$ cat src/rtl/seg_scan_ctrl_pkg.sv
// Shared constants, state type and hex glyph table for the multiplexed
// seven-segment scan controller.
package seg_scan_ctrl_pkg;

    localparam int unsigned CODE_W = 5;
    localparam logic [CODE_W-1:0] BLANK_CODE = 5'd16;
    localparam int unsigned DIGITS = 8;

    typedef enum logic {
        ST_BLANK,
        ST_SHOW
    } scan_state_t;

    // Segment order is {g,f,e,d,c,b,a}; index is the hex value.
    localparam logic [6:0] GLYPH [16] = '{
        7'h3F, 7'h06, 7'h5B, 7'h4F, 7'h66, 7'h6D, 7'h7D, 7'h07,
        7'h7F, 7'h6F, 7'h77, 7'h7C, 7'h39, 7'h5E, 7'h79, 7'h71
    };

endpackage

$ cat src/rtl/seg_decode.sv
// Combinational digit-code to segment decoder; codes at or above the blank
// code produce an unlit digit.
module seg_decode
    import seg_scan_ctrl_pkg::*;
(
    input  logic [CODE_W-1:0] code,
    output logic [6:0]        seg
);

    always_comb begin
        seg = '0;
        if (code < BLANK_CODE) begin
            seg = GLYPH[code[3:0]];
        end
    end

endmodule

$ cat src/rtl/seg_scan_ctrl.sv
// Eight-digit multiplexed seven-segment scanner with a shadow/active
// double buffer, per-slot blanking and PWM-style brightness.
module seg_scan_ctrl
    import seg_scan_ctrl_pkg::*;
#(
    parameter int unsigned CLK_DIV     = 100,
    parameter int unsigned BLANK_TICKS = 1
) (
    input  logic              clk,
    input  logic              rst,
    input  logic              wr_en,
    input  logic [2:0]        wr_addr,
    input  logic [CODE_W-1:0] wr_code,
    input  logic              wr_dp,
    input  logic              commit,
    input  logic [2:0]        bright,
    output logic [6:0]        seg,
    output logic              dp,
    output logic [7:0]        an,
    output logic              frame_start,
    output logic              commit_pending,
    output logic              commit_done
);

    localparam int unsigned PW = (CLK_DIV > 1) ? $clog2(CLK_DIV) : 1;
    localparam logic [PW-1:0] PRESC_MAX = PW'(CLK_DIV - 1);
    localparam logic [2:0] BT = 3'(BLANK_TICKS);

    logic [PW-1:0]     presc;
    logic [2:0]        slot;
    logic [2:0]        digit;
    logic [2:0]        bright_q;
    logic              fs_evt;
    scan_state_t       state_q, state_d;
    logic [CODE_W:0]   shadow [DIGITS];
    logic [CODE_W:0]   active [DIGITS];

    logic              tick;
    logic              frame_end;
    logic              copy;
    logic [CODE_W:0]   sel;
    logic [6:0]        glyph;
    logic [2:0]        k;
    logic              lit;

    assign tick      = (presc == PRESC_MAX);
    assign frame_end = tick && (slot == 3'd7) && (digit == 3'd7);
    assign copy      = frame_end && commit_pending;
    assign sel       = active[digit];
    assign k         = slot - BT;

    seg_decode u_decode (
        .code (sel[CODE_W-1:0]),
        .seg  (glyph)
    );

    always_ff @(posedge clk) begin
        if (rst) begin
            state_q <= ST_BLANK;
        end else begin
            state_q <= state_d;
        end
    end

    always_comb begin
        state_d = state_q;
        lit     = 1'b0;
        if (tick) begin
            if (state_q == ST_SHOW && slot == 3'd7) begin
                state_d = ST_BLANK;
            end else if (state_q == ST_BLANK && (slot + 3'd1) == BT) begin
                state_d = ST_SHOW;
            end
        end
        // A blank code with its dp clear leaves the anode off entirely.
        if (state_q == ST_SHOW && k < bright_q &&
            (sel[CODE_W-1:0] < BLANK_CODE || sel[CODE_W])) begin
            lit = 1'b1;
        end
    end

    always_ff @(posedge clk) begin
        if (rst) begin
            presc          <= '0;
            slot           <= '0;
            digit          <= '0;
            bright_q       <= '0;
            fs_evt         <= 1'b1;
            commit_pending <= 1'b0;
            commit_done    <= 1'b0;
            seg            <= '0;
            dp             <= 1'b0;
            an             <= '0;
            frame_start    <= 1'b0;
            for (int unsigned i = 0; i < DIGITS; i++) begin
                shadow[i] <= {1'b0, BLANK_CODE};
                active[i] <= {1'b0, BLANK_CODE};
            end
        end else begin
            presc <= tick ? '0 : presc + 1'b1;
            if (tick) begin
                slot <= slot + 3'd1;
                if (slot == 3'd7) begin
                    digit <= digit + 3'd1;
                end
            end
            if (tick && state_q == ST_BLANK && state_d == ST_SHOW) begin
                bright_q <= bright;
            end

            // fs_evt starts high out of reset so the first slot is announced.
            fs_evt      <= frame_end;
            frame_start <= fs_evt;

            if (copy) begin
                for (int unsigned i = 0; i < DIGITS; i++) begin
                    active[i] <= shadow[i];
                end
                commit_pending <= commit;
            end else if (commit) begin
                commit_pending <= 1'b1;
            end
            commit_done <= copy;

            if (wr_en) begin
                shadow[wr_addr] <= {wr_dp, wr_code};
            end

            an  <= lit ? (8'd1 << digit) : '0;
            seg <= lit ? glyph : '0;
            dp  <= lit && sel[CODE_W];
        end
    end

endmodule

$ cat config.mk
export PLATFORM = sky130hd
export DESIGN_NAME = seg_scan_ctrl
export DESIGN_NICKNAME = d
export VERILOG_FILES = /design/src/rtl/seg_scan_ctrl_pkg.sv /design/src/rtl/seg_decode.sv /design/src/rtl/seg_scan_ctrl.sv
export SDC_FILE = /design/constraint.sdc
export NUM_CORES = 1
export LEC_CHECK = 0
export CORE_ASPECT_RATIO = 0.5
export CORE_UTILIZATION = 55
export CTS_BUF_LIST = sky130_fd_sc_hd__clkbuf_8
export DETAILED_ROUTE_END_ITERATION = 10
export GPL_ROUTABILITY_DRIVEN = 0
export PLACE_DENSITY_LB_ADDON = 0.15
export SKIP_CTS_REPAIR_TIMING = 1
export SLEW_MARGIN = 5
export SYNTH_ARGS = -nofsm -noshare
export SYNTH_HDL_FRONTEND = slang
export SYNTH_SLANG_ARGS = --single-unit
$ cat constraint.sdc
create_clock -name clk -period 9.25 [get_ports clk]
set_input_delay 0.925 -clock clk [delete_from_list [all_inputs] [get_ports clk]]
set_output_delay 0.925 -clock clk [all_outputs]
set_load 0.005 [all_outputs]
# Word level (Yosys, flattened, before mapping)
# Memories as Yosys holds them, arrays and structs flattened. A register that Yosys moved wholly into a read port is not among the register bits.
# Cells that the tools add are included.
# totals
reg_bits	30
rom_bits	112
n_memories	3
output_inout_bits	19
word_cells	81
ram_bits	96
# classes
bitwise	12
reduce_logical	17
n_lt_le_gt_ge	2
muxes	27
eq_ne	4
shifts	1
add_sub_neg	4
# mem_list
memory	words	width	read_ports	rd_clocked_by_memory_dff	wr	line	source
(no name shown)	16	7	1	1	0	seg_decode.sv:13	seg = GLYPH[code[3:0]];
active	8	6	1	1	8	seg_scan_ctrl.sv:36	logic [CODE_W:0] active [DIGITS];
shadow	8	6	8	0	8	seg_scan_ctrl.sv:35	logic [CODE_W:0] shadow [DIGITS];
# ops
op	count
2-to-1 mux 6 bit	9
2-to-1 mux 1 bit	15
logical AND 1 bit	10
2-to-1 mux 3 bit	3
bitwise OR 1 bit	8
<< shifter 1 x 3 -> 8 bit (first input constant)	1
adder 7 x 1 -> 7 bit (second input constant)	1
equality test 7 bit (second input constant)	1
adder 3 x 1 -> 3 bit (second input constant)	2
equality test 3 bit (second input constant)	2
OR reduction 6 bit	1
< comparator 5 bit (second input constant)	1
inverter 4 -> 5 bit	1
OR reduction 2 bit	2
equality test 3 x 1 -> 1 bit (second input constant)	1
< comparator 3 bit	1
inverter 1 bit	3
OR reduction 3 bit	1
subtractor 3 x 1 -> 3 bit (second input constant)	1
AND reduction 2 bit	1
nonzero test 2 bit	1
logical OR 1 bit	1

# Longest topological paths before layout
# Gate-level depths: netlist of run 1.
# depth
ltp_word	8
ltp_mapped	10

# Modules after synthesis
# Synthesis of run 1 repeated with hierarchy kept, for this count alone.
# unflattened
hier_cells	448
area_unflattened_um2	6029.5
# by_module_without_submodules
module	area_each_um2	seq_area_each_um2	instances	cells_each
seg_scan_ctrl	5741.8	3683.5	1	412
seg_decode	287.8	0.0	1	36

# Worst setup path after synthesis of run 1
# Ideal clock, no wire load.
# synth_path
path_type	flip-flop to flip-flop
startpoint	reg presc[0]
endpoint	mem active[0][0] (netlist name) (enable)
path_slack_ns	5.190
path_buffers	0
arrival_time_ns	3.596
required_time_ns	8.786
path_stages_with_launch	6
path_cell_list	dfxtp_1 -> ha_1 -> nand2_1 -> nor4_4 -> nand2_2 -> o21bai_1
# synth_lines
item	line	source
from (decl)	seg_scan_ctrl.sv:29	logic [PW-1:0] presc;
from (signal assigned)	seg_scan_ctrl.sv:100	presc <= tick ? '0 : presc + 1'b1;
to (decl)	seg_scan_ctrl.sv:36	

==> parameters.txt, run 1 <==
Parameter                              Value

Timing
  Final Worst Setup Slack    6.26 ns
  Final critical path time including I/O delays and setup    2.99 ns
  Period Utilization, post-route    32.3%
  Largest clock skew in the final design    0.00971 ns
  Setup TNS    0 ns
  Fmax achieved    0.334 GHz
  Number of failing setup endpoints in the final timing report    0
  Pins Over Slew Limit    0
  Setup repair after global routing missed its margin    no
  Final Hold Fails    0
  Worst slew margin    40.3%
  Slew at the pin with the worst max-slew slack    0.870 ns

Power
  Peak ir drop on the vdd network    0.142 mV
  Internal power of the cells    1.04 mW
  Clock network fraction of design power    43.5%
  Leakage Power    2.41 nW
  Sw power    254 uW
  Switching share of power    19.7%
  Total power divided by cell area    192 nW/um^2
  Share of power burned in registers    52.9%
  Gate power share    3.5%

Routing
  Wire per inst    16.8 um
  Routed via count divided by cell count    5.26
  Iteration-0 DRC Markers    170
  DRC violation count after routing    0
  Aggregate routed wire length    10.3 mm
  Vias    3231
  First drt pass iteration count    4
  Antenna Nets Post-Route    0

Floorplan
  # rows    26
  Core area    10200 um^2
  Num ports    35
  Initial Util    56.7%
  Chip height    74.6 um
  Overall die width    147 um
  Die outline area    11000 um^2

Global routing
  Overall overflow remaining after global route    0
  Number of global-route vias before repair    2999
  Pin count of the biggest net entering global routing    49
  Overall routing resource usage    20.8%
  Wire length of the first global-routing pass    16.2 mm
  Initial antenna violation count    0

Synth
  Post-Synthesis Mean Instance Area    13.8 um^2
  Largest area contributor in the netlist    sky130_fd_sc_hd__edfxtp_1
  Most common cell in the synthesized netlist    sky130_fd_sc_hd__edfxtp_1
  Flops & latches, synth    136
  Async set or reset register ratio after synthesis    0%
  Most frequently used flop master after synthesis    sky130_fd_sc_hd__edfxtp_1
  Fraction of synthesized cell area taken by the top area cell type    49.7%
  Cells after synthesis    420
  Count of synthesis-stage warnings from yosys    0
  Most instantiated cells after synthesis    sky130_fd_sc_hd__edfxtp_1, sky130_fd_sc_hd__and2_1, sky130_fd_sc_hd__dfxtp_1
  Net count after synthesis    455
  Part of the Yosys area used for sequential elements    63.6%
  Cell area after technology mapping    5800 um^2
  EDFF count, synth    96
  Post-synthesis cell type count    50
  Synth top area cells    sky130_fd_sc_hd__edfxtp_1, sky130_fd_sc_hd__dfxtp_1, sky130_fd_sc_hd__and2_1

Clock network
  Clock slew seen by the registers of the worst setup and hold paths    0.07 ns
  Clock latency of the later-clocked register in the worst-skew pair    0.43 ns
  Clock net sink count    136
  CTS Root Cell    sky130_fd_sc_hd__clkbuf_8
  TritonCTS Buffers    17
  Number of H-tree levels    4
  Maximum buffer depth of the clock tree    2
  CTS tree    done

Cells and area
  Final-layout fill cell count    735
  Final net count    496
  Synth-to-layout area growth    15.9%
  Antenna diode instance count    0
  Share of cells above drive strength 1    12.4%

Critical path
  Required time at the endpoint of the critical path    9.60 ns
  Critical Path Fanout Max    14
  Arrival time at the worst endpoint    3.34 ns
  Type of element launching the critical path    register
  Kind of critical path    reg2reg
  Critical path endpoint category    register

Hold path
  Min-delay worst type    reg2reg

Place
  Post-Place Setup Slack    6.27 ns
  Half-perimeter wire length after detailed placement    7.39 mm
  Count of port buffers added during placement    34

Outcome
  Run status    finished clean

Job
  Count of maximum capacitance violations    0
[routing by layer]
layer  vias to the layer above  wire length, um  global-route usage, %
met5                         -                0                      0
met4                         0               90                   8.02
met3                         9              516                   6.01
met2                        84             4470                   30.6
met1                      1579             5220                   29.4
li1                       1559                -                      -
[power by group through the flow]
stage / Sequential [mW] / Clock [mW] / Combinational, mW
final: 0.684 / 0.563 / 0.0455
after global routing: 0.686 / 0.596 / 0.0497
after CTS: 0.684 / 0.571 / 0.0458
after detailed placement: 0.698 / 0 / 0.0455
after global placement: 0.697 / 0 / 0.0433
after floorplan: 0.692 / 0 / 0.0266
[through the flow]
stage / area [um^2] / power (mW) / cells / hold WS (ns) / util, %
2_1_floorplan: 5800 / 0.719 / 420 / 0.414 / -
3_3_place_gp: 6250 / 0.740 / 582 / 0.440 / 61.2
3_5_place_dp: 6250 / 0.744 / 582 / 0.435 / 61.2
4_1_cts: 6720 / 1.30 / 614 / 0.457 / 65.8
5_1_grt: 6720 / 1.33 / 614 / 0.461 / 65.8
6_report: 6720 / 1.29 / 614 / 0.451 / 65.8
[cell type report]
class                   count  area (um^2)  area share [%]
clock buffers              17          234            3.48
clock inverters            15          231            3.45
inverters                  13         48.8           0.727
multi-input cells         257         1990            29.6
flip-flops and latches    136         3680            54.8
well taps                 140          175            2.61
repair buffers             36          355            5.29
[kinds of logic (layout without fill, tap and decap cells)]
kind of cell	count (synthesis)	count (layout)	synth area share, %
buffers and inverters	27	81	2.33
XOR/XNOR	8	8	1.21
AO/OA/AOI/OAI	26	26	3.39
AND/OR/NAND/NOR	178	178	18.2
multiplexers	26	26	7.23
flip-flops	136	136	63.6
adder cells (fa/ha/maj)	19	19	4.10
[cell usage in the layout, fill, tap and decap left out, types with 3 or more instances in the layout]
cell / synthesis / layout
sky130_fd_sc_hd__ha_1: 19 / 19
sky130_fd_sc_hd__a21oi_1: 8 / 8
sky130_fd_sc_hd__dfxtp_1: 40 / 40
sky130_fd_sc_hd__mux2_2: 3 / 3
sky130_fd_sc_hd__nand2b_1: 14 / 14
sky130_fd_sc_hd__clkinvlp_4: 0 / 4
sky130_fd_sc_hd__mux4_1: 8 / 8
sky130_fd_sc_hd__nand2_1: 9 / 9
sky130_fd_sc_hd__bufinv_16: 0 / 6
sky130_fd_sc_hd__xnor2_1: 5 / 5
sky130_fd_sc_hd__xor2_1: 3 / 3
sky130_fd_sc_hd__or3_1: 3 / 3
sky130_fd_sc_hd__clkinv_1: 0 / 3
sky130_fd_sc_hd__clkdlybuf4s50_1: 0 / 34
sky130_fd_sc_hd__nand3_1: 8 / 8
sky130_fd_sc_hd__nor2_1: 24 / 24
sky130_fd_sc_hd__edfxtp_1: 96 / 96
sky130_fd_sc_hd__nor3_1: 6 / 6
sky130_fd_sc_hd__and2_1: 78 / 78
sky130_fd_sc_hd__nor2b_1: 12 / 12
sky130_fd_sc_hd__inv_1: 13 / 13
sky130_fd_sc_hd__mux2i_1: 13 / 13
sky130_fd_sc_hd__or2_2: 11 / 11
sky130_fd_sc_hd__clkbuf_8: 0 / 17
[worst max-delay path: stages, from the launching register on]
cell and delay [ns]:
sky130_fd_sc_hd__dfxtp_1 0.83, sky130_fd_sc_hd__mux4_2 0.58, sky130_fd_sc_hd__mux2i_1 0.70, sky130_fd_sc_hd__o21ba_2 0.29, sky130_fd_sc_hd__or3_1 0.34, sky130_fd_sc_hd__a21oi_1 0.16
[registers in the layout, indices dropped and copies added (netlist names), named ones only]
signal	cells
digit	3
an	8
commit_pending	1
shadow	48
slot	3
commit_done	1
fs_evt	1
bright_q	3
dp	1
frame_start	1
state_q	1
active	48
presc	7
seg	7
[final timing paths]
check,endpoint,slack (ns),start,depth (start not counted)
setup / recovery,seg[0],6.26,register,5
setup reg to reg,seg[0],6.26,register,5
hold reg to reg,frame_start,0.45,fs_evt,1
hold / removal,frame_start,0.45,fs_evt,1
No activity file was read; power rests on OpenSTA's default activity.
==> inputs of run 2 (changes only) <==
==> constraint.sdc (replaced) <==
create_clock -name clk -period 2.8 [get_ports clk]
set_input_delay 0.28 -clock clk [delete_from_list [all_inputs] [get_ports clk]]
set_output_delay 0.28 -clock clk [all_outputs]
set_load 0.005 [all_outputs]
==> run 2 against run 1 <==
Net effect:
- clock skew is 0.0052 ns higher
- critical path type unchanged
- worst hold slack barely moved
- final cell count increased by 2.4%
- core utilization up 0.87 points
- sequential share of layout area shrank 0.72 points
- total power grew to 3.2 times the previous value
- sequential cell count stayed put
- clock power rose to 3.0 times the previous value
==> parameters.txt, run 2 (same netlist as run 1, synthesis figures left out) <==
Parameter                              Value

Outcome
  Run status    finished clean

Routing
  First drt pass iteration count    5
  DRC violation count after routing    0
  Wire per inst    16.0 um
  Routed via count divided by cell count    5.14
  Iteration-0 DRC Markers    165
  Vias    3234
  Aggregate routed wire length    10.1 mm
  Antenna Nets Post-Route    0

Clock network
  Clock slew seen by the registers of the worst setup and hold paths    0.07 ns
  Maximum buffer depth of the clock tree    2
  Clock net sink count    136
  CTS Root Cell    sky130_fd_sc_hd__clkbuf_8
  Clock latency of the later-clocked register in the worst-skew pair    0.44 ns
  CTS tree    done
  TritonCTS Buffers    17
  Number of H-tree levels    4

Job
  Count of maximum capacitance violations    0

Cells and area
  Share of cells above drive strength 1    15.1%
  Final-layout fill cell count    737
  Multi-input logic area    1990 um^2
  Most frequent cells in the layout    sky130_fd_sc_hd__edfxtp_1, sky130_fd_sc_hd__and2_1, sky130_fd_sc_hd__dfxtp_1
  Final net count    511
  Antenna diode instance count    0
  Largest registers    active: 48 flops, shadow: 48 flops, an: 8 flops
  Most frequent standard cell in the layout excluding fill and tap cells    sky130_fd_sc_hd__edfxtp_1
  FF/Latch Area    3680 um^2
  Synth-to-layout area growth    17.4%
  Final non-filler cell total    629

Timing
  Pins Over Slew Limit    0
  Setup TNS    0 ns
  Setup repair after global routing missed its margin    no
  Final critical path time including I/O delays and setup    2.44 ns
  Largest clock skew in the final design    0.0149 ns
  Period Utilization, post-route    87.3%
  Fmax achieved    0.409 GHz
  Final Hold Fails    0
  Worst slew margin    41.2%
  Slew at the pin with the worst max-slew slack    0.880 ns
  Number of failing setup endpoints in the final timing report    0

Global routing
  Number of global-route vias before repair    3023
  Wire length of the first global-routing pass    15.6 mm
  Overall routing resource usage    19.9%
  Pin count of the biggest net entering global routing    32
  Overall overflow remaining after global route    0
  Initial antenna violation count    0

Power
  Gate power share    3.9%
  Leakage Power    2.48 nW
  Clock network fraction of design power    41.4%
  Share of power burned in registers    54.7%
  Peak ir drop on the vdd network    0.320 mV
  Switching share of power    20.4%
  Total power divided by cell area    606 nW/um^2
  Internal power of the cells    3.28 mW
  Sw power    841 uW

Critical path
  Type of element launching the critical path    register
  Worst reg2reg endpoint    active[2][1]
  Slowest CP cell    sky130_fd_sc_hd__o21bai_4
  Kind of cell adding the most delay to the critical path    compound AO/OA/AOI/OAI gates
  Crit path capture    active[2][1]
  Worst reg2reg path startpoint    presc[0]
  Maximum cell stage delay along the critical path    0.75 ns
  CP bufs+invs    1
  Critical path launch point    presc[0]
  Critical Path Fanout Max    31
  Length in cells of the worst reg-to-reg path    6
  Kind of critical path    reg2reg
  Critical path endpoint category    register
  Cells traversed along the worst timing path    ha_1, nand2_1, nor4_4, nand2_2, o21bai_4, buf_4
  Required time at the endpoint of the critical path    2.95 ns
  Number of stages on the worst setup path    6
  Setup slack, reg-to-reg    0.36 ns
  Arrival time at the worst endpoint    2.59 ns

Floorplan
  # rows    26
  Overall die width    147 um
  Chip height    74.6 um
  Core area    10200 um^2
  Num ports    35
  Die outline area    11000 um^2
  Initial Util    56.7%

Place
  Count of port buffers added during placement    34
  Inst Count DP    597
  Half-perimeter wire length after detailed placement    7.29 mm

Hold path
  Min-delay worst type    reg2reg
## run 2: changes by cell type in the layout (fill, tap and decap cells not counted), sizes merged
| cell | change |
|---|---|
| inv | +1 |
| buf | +15 |
| clkinvlp | -1 |
| clkbuf | +1 |
| clkinv | +1 |
| bufinv | -2 |
## run 2: how the worst min path moves through the flow
stage / startpoint / to / slack [ns] / depth (start not counted)
floorplan: commit / commit_pending / 0.40 / 2
global route: bright[1] / bright_q[1] / 0.45 / 3
finish: fs_evt / frame_start / 0.45 / 1
CTS: bright[0] / bright_q[0] / 0.44 / 3
detailed placement: fs_evt / frame_start / 0.44 / 1
global placement: fs_evt / frame_start / 0.43 / 1
## run 2: final cells by class
type / instances / area share (%)
inverters: 13 / 0.717
flip-flops and latches: 136 / 54.1
repair buffers: 51 / 7.06
clock inverters: 14 / 2.67
multi-input cells: 257 / 29.2
clock buffers: 18 / 3.64
well taps: 140 / 2.57
## run 2: routing by layer
metal / wire (um) / track usage (%) / share of wire (%)
met1: 4610 / 26.7 / 46
met2: 4650 / 31.4 / 46
met3: 688 / 5.77 / 6.8
met4: 112 / 7.22 / 1.1
met5: 0 / 0 / 0
## run 2: per-stage QoR
| stage | utilization, % | hold slack, ns | power [mW] | setup WS (ns) | cell area (um^2) |
|---|---|---|---|---|---|
| CTS | 66.6 | 0.444 | 4.15 | 0.290 | 6810 |
| global placement | 62.4 | 0.428 | 2.45 | 0.392 | 6380 |
| floorplan | - | 0.397 | 2.37 | 0.260 | 5810 |
| finish | 66.6 | 0.451 | 4.12 | 0.357 | 6810 |
| detailed placement | 62.4 | 0.438 | 2.46 | 0.295 | 6380 |
| global route | 66.6 | 0.446 | 4.26 | 0.182 | 6810 |
## run 2: power by group through the flow
| stage | combinational [mW] | clock [mW] | sequential, mW |
|---|---|---|---|
| 2_1_floorplan | 0.0887 | 0 | 2.29 |
| 3_3_place_gp | 0.154 | 0 | 2.30 |
| 3_5_place_dp | 0.161 | 0 | 2.30 |
| 4_1_cts | 0.162 | 1.73 | 2.26 |
| 5_1_grt | 0.176 | 1.82 | 2.26 |
| 6_report | 0.160 | 1.71 | 2.26 |
